## src/rtl/pflink_pkg.sv

```systemverilog
// Shared definitions for the pflink fast-control clock transmitter: sequencer state
// encoding, default timing constants and output decoding.
package pflink_pkg;

  typedef enum logic [2:0] {
    StIdle     = 3'd0,
    StQpllRst  = 3'd1,
    StQpllWait = 3'd2,
    StGtRst    = 3'd3,
    StGtWait   = 3'd4,
    StUp       = 3'd5,
    StBackoff  = 3'd6,
    StFault    = 3'd7
  } seq_state_e;

  localparam int unsigned DefQpllRstCycles = 16;
  localparam int unsigned DefSoftRstCycles = 8;
  localparam int unsigned DefLockTimeout   = 500000;
  localparam int unsigned DefDoneTimeout   = 500000;
  localparam int unsigned DefBackoffCycles = 125000;
  localparam int unsigned DefMaxRetries    = 8;
  localparam int unsigned DefCntW          = 20;

  typedef struct packed {
    logic qpll_reset;
    logic soft_reset;
    logic tx_data_valid;
    logic link_up;
    logic fault;
  } seq_out_t;

  localparam seq_out_t SeqOutReset = '{
    qpll_reset:    1'b1,
    soft_reset:    1'b1,
    tx_data_valid: 1'b0,
    link_up:       1'b0,
    fault:         1'b0
  };

  // Output levels that apply while the sequencer sits in a given state.
  function automatic seq_out_t decode_outputs(seq_state_e st);
    seq_out_t o;
    o = SeqOutReset;
    unique case (st)
      StIdle, StQpllRst, StBackoff: o = SeqOutReset;
      StQpllWait: begin
        o.qpll_reset = 1'b0;
      end
      StGtRst: begin
        o.qpll_reset    = 1'b0;
        o.tx_data_valid = 1'b1;
      end
      StGtWait: begin
        o.qpll_reset    = 1'b0;
        o.soft_reset    = 1'b0;
        o.tx_data_valid = 1'b1;
      end
      StUp: begin
        o.qpll_reset    = 1'b0;
        o.soft_reset    = 1'b0;
        o.tx_data_valid = 1'b1;
        o.link_up       = 1'b1;
      end
      StFault: begin
        o.fault = 1'b1;
      end
    endcase
    return o;
  endfunction

  function automatic logic [7:0] sat_inc8(logic [7:0] v);
    return (v == 8'hFF) ? v : v + 8'd1;
  endfunction

endpackage

```

## src/rtl/pfclk_tx_sequencer_if.sv

```systemverilog
// Control/status bundle between the clock-TX sequencer and its GTX wrapper environment.
interface pfclk_tx_sequencer_if;
  logic       enable;
  logic       qpll_lock;
  logic       qpll_refclklost;
  logic       link_pll_lock;
  logic       tx_reset_done;
  logic       qpll_reset;
  logic       soft_reset;
  logic       tx_data_valid;
  logic       link_up;
  logic       fault;
  logic [2:0] state;
  logic [7:0] retry_count;

  modport master (
    input  enable, qpll_lock, qpll_refclklost, link_pll_lock, tx_reset_done,
    output qpll_reset, soft_reset, tx_data_valid, link_up, fault, state, retry_count
  );

  modport slave (
    output enable, qpll_lock, qpll_refclklost, link_pll_lock, tx_reset_done,
    input  qpll_reset, soft_reset, tx_data_valid, link_up, fault, state, retry_count
  );
endinterface

```

## src/rtl/sync_bit.sv

```systemverilog
// Two-flop synchronizer for a single asynchronous level.
module sync_bit #(
  parameter logic ResetVal = 1'b0
) (
  input  logic clk_i,
  input  logic rst_ni,
  input  logic d_i,
  output logic q_o
);

  logic meta_q, sync_q;

  always_ff @(posedge clk_i or negedge rst_ni) begin
    if (!rst_ni) begin
      meta_q <= ResetVal;
      sync_q <= ResetVal;
    end else begin
      meta_q <= d_i;
      sync_q <= meta_q;
    end
  end

  assign q_o = sync_q;

endmodule

```

## src/rtl/pfclk_tx_sequencer.sv

```systemverilog
// Bring-up and recovery sequencer for the pflink clock-TX GTX channel: QPLL reset,
// lock wait, GTX soft reset, reset-done wait, link monitoring and retry with backoff.
module pfclk_tx_sequencer
  import pflink_pkg::*;
#(
  parameter int unsigned QPLL_RST_CYCLES = DefQpllRstCycles,
  parameter int unsigned SOFT_RST_CYCLES = DefSoftRstCycles,
  parameter int unsigned LOCK_TIMEOUT    = DefLockTimeout,
  parameter int unsigned DONE_TIMEOUT    = DefDoneTimeout,
  parameter int unsigned BACKOFF_CYCLES  = DefBackoffCycles,
  parameter int unsigned MAX_RETRIES     = DefMaxRetries,
  parameter int unsigned CNT_W           = DefCntW
) (
  input logic                  clk_125,
  input logic                  reset_n,
  pfclk_tx_sequencer_if.master bus
);

  localparam logic [CNT_W-1:0] QpllRstLast = CNT_W'(QPLL_RST_CYCLES - 1);
  localparam logic [CNT_W-1:0] SoftRstLast = CNT_W'(SOFT_RST_CYCLES - 1);
  localparam logic [CNT_W-1:0] LockLast    = CNT_W'(LOCK_TIMEOUT - 1);
  localparam logic [CNT_W-1:0] DoneLast    = CNT_W'(DONE_TIMEOUT - 1);
  localparam logic [CNT_W-1:0] BackoffLast = CNT_W'(BACKOFF_CYCLES - 1);
  localparam logic [7:0]       MaxRetries  = 8'(MAX_RETRIES);

  logic qpll_lock_s, refclklost_s, link_lock_s, lock_ok;

  sync_bit #(.ResetVal(1'b0)) u_sync_qpll_lock (
    .clk_i  (clk_125),
    .rst_ni (reset_n),
    .d_i    (bus.qpll_lock),
    .q_o    (qpll_lock_s)
  );

  sync_bit #(.ResetVal(1'b0)) u_sync_refclklost (
    .clk_i  (clk_125),
    .rst_ni (reset_n),
    .d_i    (bus.qpll_refclklost),
    .q_o    (refclklost_s)
  );

  sync_bit #(.ResetVal(1'b0)) u_sync_link_lock (
    .clk_i  (clk_125),
    .rst_ni (reset_n),
    .d_i    (bus.link_pll_lock),
    .q_o    (link_lock_s)
  );

  assign lock_ok = qpll_lock_s & link_lock_s & ~refclklost_s;

  seq_state_e       state_q, state_d;
  logic [CNT_W-1:0] timer_q, timer_d;
  logic [7:0]       attempt_q, attempt_d;
  logic [7:0]       retry_q, retry_d;
  seq_out_t         out_q;

  always_comb begin
    state_d   = state_q;
    timer_d   = timer_q + 1'b1;
    attempt_d = attempt_q;
    retry_d   = retry_q;

    if (!bus.enable) begin
      state_d = StIdle;
    end else begin
      unique case (state_q)
        StIdle: state_d = StQpllRst;
        StQpllRst: begin
          if (timer_q == QpllRstLast) state_d = StQpllWait;
        end
        StQpllWait: begin
          if (lock_ok)                    state_d = StGtRst;
          else if (timer_q == LockLast)   state_d = StBackoff;
        end
        StGtRst: begin
          if (timer_q == SoftRstLast) state_d = StGtWait;
        end
        StGtWait: begin
          // Success is tested first so it wins over a coincident timeout.
          if (bus.tx_reset_done && lock_ok)          state_d = StUp;
          else if (!lock_ok || timer_q == DoneLast)  state_d = StBackoff;
        end
        StUp: begin
          if (!lock_ok || !bus.tx_reset_done) state_d = StBackoff;
        end
        StBackoff: begin
          if (attempt_q == MaxRetries)        state_d = StFault;
          else if (timer_q == BackoffLast)    state_d = StQpllRst;
        end
        StFault: state_d = StFault;
        default: state_d = StIdle;
      endcase
    end

    if (state_d != state_q) timer_d = '0;

    if (state_d == StIdle || state_d == StUp) begin
      attempt_d = '0;
    end else if (state_d == StBackoff && state_q != StBackoff) begin
      attempt_d = sat_inc8(attempt_q);
      retry_d   = sat_inc8(retry_q);
    end
  end

  // Outputs are decoded from the next state so they switch on the same edge as state.
  always_ff @(posedge clk_125 or negedge reset_n) begin
    if (!reset_n) begin
      state_q   <= StIdle;
      timer_q   <= '0;
      attempt_q <= '0;
      retry_q   <= '0;
      out_q     <= SeqOutReset;
    end else begin
      state_q   <= state_d;
      timer_q   <= timer_d;
      attempt_q <= attempt_d;
      retry_q   <= retry_d;
      out_q     <= decode_outputs(state_d);
    end
  end

  assign bus.qpll_reset    = out_q.qpll_reset;
  assign bus.soft_reset    = out_q.soft_reset;
  assign bus.tx_data_valid = out_q.tx_data_valid;
  assign bus.link_up       = out_q.link_up;
  assign bus.fault         = out_q.fault;
  assign bus.state         = state_q;
  assign bus.retry_count   = retry_q;

endmodule

```

## src/flat_wrapper.sv

```systemverilog
// flat-port wrapper written by rule: the top's interface ports become plain ports
module pfclk_tx_sequencer_flat import pflink_pkg::*;
#(
  parameter int unsigned QPLL_RST_CYCLES = DefQpllRstCycles,
  parameter int unsigned SOFT_RST_CYCLES = DefSoftRstCycles,
  parameter int unsigned LOCK_TIMEOUT    = DefLockTimeout,
  parameter int unsigned DONE_TIMEOUT    = DefDoneTimeout,
  parameter int unsigned BACKOFF_CYCLES  = DefBackoffCycles,
  parameter int unsigned MAX_RETRIES     = DefMaxRetries,
  parameter int unsigned CNT_W           = DefCntW
)
  (clk_125, reset_n, bus_enable, bus_qpll_lock, bus_qpll_refclklost, bus_link_pll_lock, bus_tx_reset_done, bus_qpll_reset, bus_soft_reset, bus_tx_data_valid, bus_link_up, bus_fault, bus_state, bus_retry_count);
  pfclk_tx_sequencer_if bus_i ();
  input logic clk_125;
  input logic reset_n;
  input wire logic [$bits(bus_i.enable)-1:0] bus_enable;
  input wire logic [$bits(bus_i.qpll_lock)-1:0] bus_qpll_lock;
  input wire logic [$bits(bus_i.qpll_refclklost)-1:0] bus_qpll_refclklost;
  input wire logic [$bits(bus_i.link_pll_lock)-1:0] bus_link_pll_lock;
  input wire logic [$bits(bus_i.tx_reset_done)-1:0] bus_tx_reset_done;
  output wire logic [$bits(bus_i.qpll_reset)-1:0] bus_qpll_reset;
  output wire logic [$bits(bus_i.soft_reset)-1:0] bus_soft_reset;
  output wire logic [$bits(bus_i.tx_data_valid)-1:0] bus_tx_data_valid;
  output wire logic [$bits(bus_i.link_up)-1:0] bus_link_up;
  output wire logic [$bits(bus_i.fault)-1:0] bus_fault;
  output wire logic [$bits(bus_i.state)-1:0] bus_state;
  output wire logic [$bits(bus_i.retry_count)-1:0] bus_retry_count;
  assign bus_i.enable = bus_enable;
  assign bus_i.qpll_lock = bus_qpll_lock;
  assign bus_i.qpll_refclklost = bus_qpll_refclklost;
  assign bus_i.link_pll_lock = bus_link_pll_lock;
  assign bus_i.tx_reset_done = bus_tx_reset_done;
  assign bus_qpll_reset = bus_i.qpll_reset;
  assign bus_soft_reset = bus_i.soft_reset;
  assign bus_tx_data_valid = bus_i.tx_data_valid;
  assign bus_link_up = bus_i.link_up;
  assign bus_fault = bus_i.fault;
  assign bus_state = bus_i.state;
  assign bus_retry_count = bus_i.retry_count;
  pfclk_tx_sequencer #(.QPLL_RST_CYCLES(QPLL_RST_CYCLES), .SOFT_RST_CYCLES(SOFT_RST_CYCLES), .LOCK_TIMEOUT(LOCK_TIMEOUT), .DONE_TIMEOUT(DONE_TIMEOUT), .BACKOFF_CYCLES(BACKOFF_CYCLES), .MAX_RETRIES(MAX_RETRIES), .CNT_W(CNT_W)) u_core (.clk_125(clk_125), .reset_n(reset_n), .bus(bus_i));
endmodule
```

## config.mk

```make
export PLATFORM = sky130hd
export DESIGN_NAME = pfclk_tx_sequencer_flat
export DESIGN_NICKNAME = d
export VERILOG_FILES = /design/src/rtl/pflink_pkg.sv /design/src/rtl/pfclk_tx_sequencer_if.sv /design/src/rtl/sync_bit.sv /design/src/rtl/pfclk_tx_sequencer.sv /design/src/flat_wrapper.sv
export SDC_FILE = /design/constraint.sdc
export NUM_CORES = 1
export LEC_CHECK = 0
export BUFFER_PORTS_ARGS = -buffer_cell sky130_fd_sc_hd__buf_2
export CORE_ASPECT_RATIO = 1.2
export CORE_UTILIZATION = 55
export DETAILED_ROUTE_END_ITERATION = 6
export PLACE_DENSITY = 0.74
export SLEW_MARGIN = 15
export SYNTH_ARGS = -nofsm -noshare
export SYNTH_HDL_FRONTEND = slang
export SYNTH_SLANG_ARGS = --single-unit
```

## constraint.sdc

```tcl
create_clock -name clk_125 -period 4.15 [get_ports clk_125]
set_clock_uncertainty 0.1 [all_clocks]
set_input_delay 0.2075 -clock clk_125 [delete_from_list [all_inputs] [get_ports clk_125]]
set_output_delay 0.2075 -clock clk_125 [all_outputs]
set_load 0.02 [all_outputs]
```

==> impl_metrics.toml <==
[status]
status = "complete, no violations"

[worst_setup_path]
crit_start = "u_core.timer_q[5]"
worstSetupPathType = "reg -> reg"
rr_worst_depth = 8
endpoint_kind = "flip-flop"
cp_top_family = "compound AO/OA/AOI/OAI gates"
reg2reg_from = "u_core.timer_q[5]"
cp_data_arrival_time_ns = 3.81
start_kind = "flip-flop"
crit_fanout = 11
r2r_slack_ns = 0.43
path_cells = "or4_4 > or4_1 > o311ai_1 > o31a_1 > a211o_1 > buf_4 > nor4_1 > a311o_1"
cp_num_buf_inv = 1
slowest_stage = "or4_1"
required_ns = 4.24
cp.depth = 8
slowest_delay_ns = 0.67

[power_and_ir_drop]
peakVddDrop_v = 0.000181
p_per_area_nw_per_um2 = 314
p_leak_uw = 0.00131
power_uw = 945

[timing]
tightest_slew_ns = 0.763
final_hold_viol_count = 0
rsz0062_at_grt = "no"
timing.slew.headroom_pct = 49.1
drv_slew = 0
setup_viol = 0
period_minus_slack_ns = 3.72
finalCritPeriodShare_pct = 89.7
fin_setup_tns_ns = 0
fmax_ghz = 0.269

[synthesis]
synthCells = 277
synth_top_cell_by_area = "dfrtp_1"
syn-cell-area_um2 = 2720
synthArstFlopShare_pct = 100
synth_xor_area_share_pct = 9.01
synth_area_leaders = "dfrtp_1 (44%), nor4_1 (5.7%), xor2_1 (5.1%)"
synth_simple_gate_area_share_pct = 28.2
synth_common_cells = "dfrtp_1 (48), nor4_1 (25), nand2_1 (19)"
ys.warnings.count = 0
synth_compound_area_share_pct = 10.8
ys.flop_type = "dfrtp_1"
ys_ff_latch = 50
synth_most_common_cell = "dfrtp_1"
ys_seq_area_share_pct = 46.0
synth_edf_count = 0
synth.distinct_cells = 53
synth.top_cell.area_share_pct = 44.1
syn_area_per_cell_um2 = 9.83
synth.area.mux_share_pct = 0.414
synth_adder_area_share_pct = 1.84
synth_fp_nets = 288
synth_top_family_by_area = "simple AND/OR/NAND/NOR gates"

[detailed_routing]
totalWireLength_um = 5660
drc = 0
num_vias = 2207
viasPerCell = 6.16
first_pass_iters = 4
drt_iter0_markers = 205
detail-route-antenna-nets = 0
routedWlPerCell_um = 15.8

[die]
die_y_um = 79.1
dieWidth_um = 66.2
dieArea_um2 = 5240
core-area_um2 = 4660
start_util_pct = 58.4
fp-row-count = 27
pin_count = 23

[min_path]
hold_start = "bus_enable"
min_path_cells = 3
min_path_type = "in -> reg"

[clock_network]
cts_buffers = 5
clk_pin_slew_ns = 0.09
clk_path_buf_depth = 2
cts_resized = 0
clk_latency_ns = 0.31
cts.htree.levels = 2
ctsRootBufferMaster = "clkbuf_8"
clkSinkCount = 50
cts_tree = "built"

[global_routing]
grt_antenna_before_repair = 0
grt-ovfl-total = 0
grt_pass1_vias = 2192
grt_pass1_wl_um = 9810
grt_max_degree = 51
grtUsageTotal_pct = 24.5

[placed_design]
dpl.hpwl_um = 3900
gp_congestion = 0.848
port_buffers = 22

[cells_and_area]
syn2layout_area_growth_pct = 10.6
fin_nets = 310
drive_above_1_share_pct = 14.7
fillerInstances = 408
diodes = 0

[flow_run]
maxCapViolCount = 0
-- worst register-to-register path: cells and delay by family (launching register included) --
| kind | cells | cell delay (ns) |
|---|---|---|
| compound gates | 4 | 1.48 |
| flops | 1 | 0.46 |
| buf+inv | 1 | 0.25 |
| simple gates | 3 | 1.32 |
-- path summary, 6_finish.rpt --
check	endpoint
hold reg to reg	u_core.u_sync_qpll_lock.q_o
setup reg to reg	u_core.attempt_q[3]
max in group asynchronous	u_core.attempt_q[0]
min in group asynchronous	u_core.timer_q[1]
hold / removal	u_core.bus.state[0]
setup / recovery	u_core.attempt_q[3]
-- registers in the layout, summed over array words and instances (netlist names), 3 cells and up --
signal and flops:
u_core.timer_q 20, u_core.attempt_q 8, u_core.bus.retry_count 8, u_core.bus.state 3
-- per-layer routing --
| layer | vias to the layer above | wire length (µm) | GRT usage, % |
|---|---|---|---|
| li1 | 1065 | - | - |
| met1 | 1079 | 2480 | 30.5 |
| met2 | 47 | 2820 | 40.8 |
| met3 | 16 | 230 | 5.60 |
| met4 | 0 | 124 | 9.57 |
| met5 | - | 0 | 0 |
-- through the flow --
| stage | utilization (%) | setup slack [ns] | hold WS [ns] | cell area (µm²) | std cells |
|---|---|---|---|---|---|
| after floorplan | - | 0.891 | -0.188 | 2720 | 277 |
| after global placement | 61.3 | 0.624 | 0.216 | 2860 | 346 |
| after detailed placement | 61.3 | 0.484 | 0.217 | 2860 | 346 |
| after CTS | 64.3 | 0.474 | 0.0367 | 3000 | 357 |
| after global routing | 64.6 | 0.266 | 0.171 | 3010 | 358 |
| final | 64.6 | 0.429 | 0.154 | 3010 | 358 |
-- cells in the final DEF (no fill, tap or decap), types with 6 or more instances in the layout --
cell type   n
and3_1      7
buf_2      21
dfrtp_1    48
inv_1       9
nand2_1    19
nand2b_1    6
nand3_1    11
nor2_1     17
nor3_1     12
nor4_1     25
xnor2_1    12
xor2_1     16
-- where the power goes --
part	total (µW)	internal (µW)	switching, µW
Sequential	520	503	17.5
Combinational	86.3	33.5	52.8
Clock	338	177	161
Total	945	714	231
-- repair_timing --
action	4_1_cts	5_1_grt
hold endpoints to repair	3	48
buffers inserted	0	0
hold buffers	3	1
-- logic make-up (layout without fill, tap and decap cells) --
group,count (synthesis),after routing
AO/OA/AOI/OAI,40,40
XOR/XNOR,28,28
adder cells (fa/ha/maj),4,4
buffers and inverters,23,46
flip-flops,50,50
multiplexers,1,1
AND/OR/NAND/NOR,131,131
-- cell type report --
class,count,area [µm²],share of cell area (%)
sequential,50,1250,41.6
clock buffer,5,68.8,2.29
clock inverter,3,40.0,1.33
inverter,9,33.8,1.12
tap,58,72.6,2.41
multi-input combinational,204,1370,45.4
timing repair buffer,29,175,5.82
(Power assumes the default switching activity.)
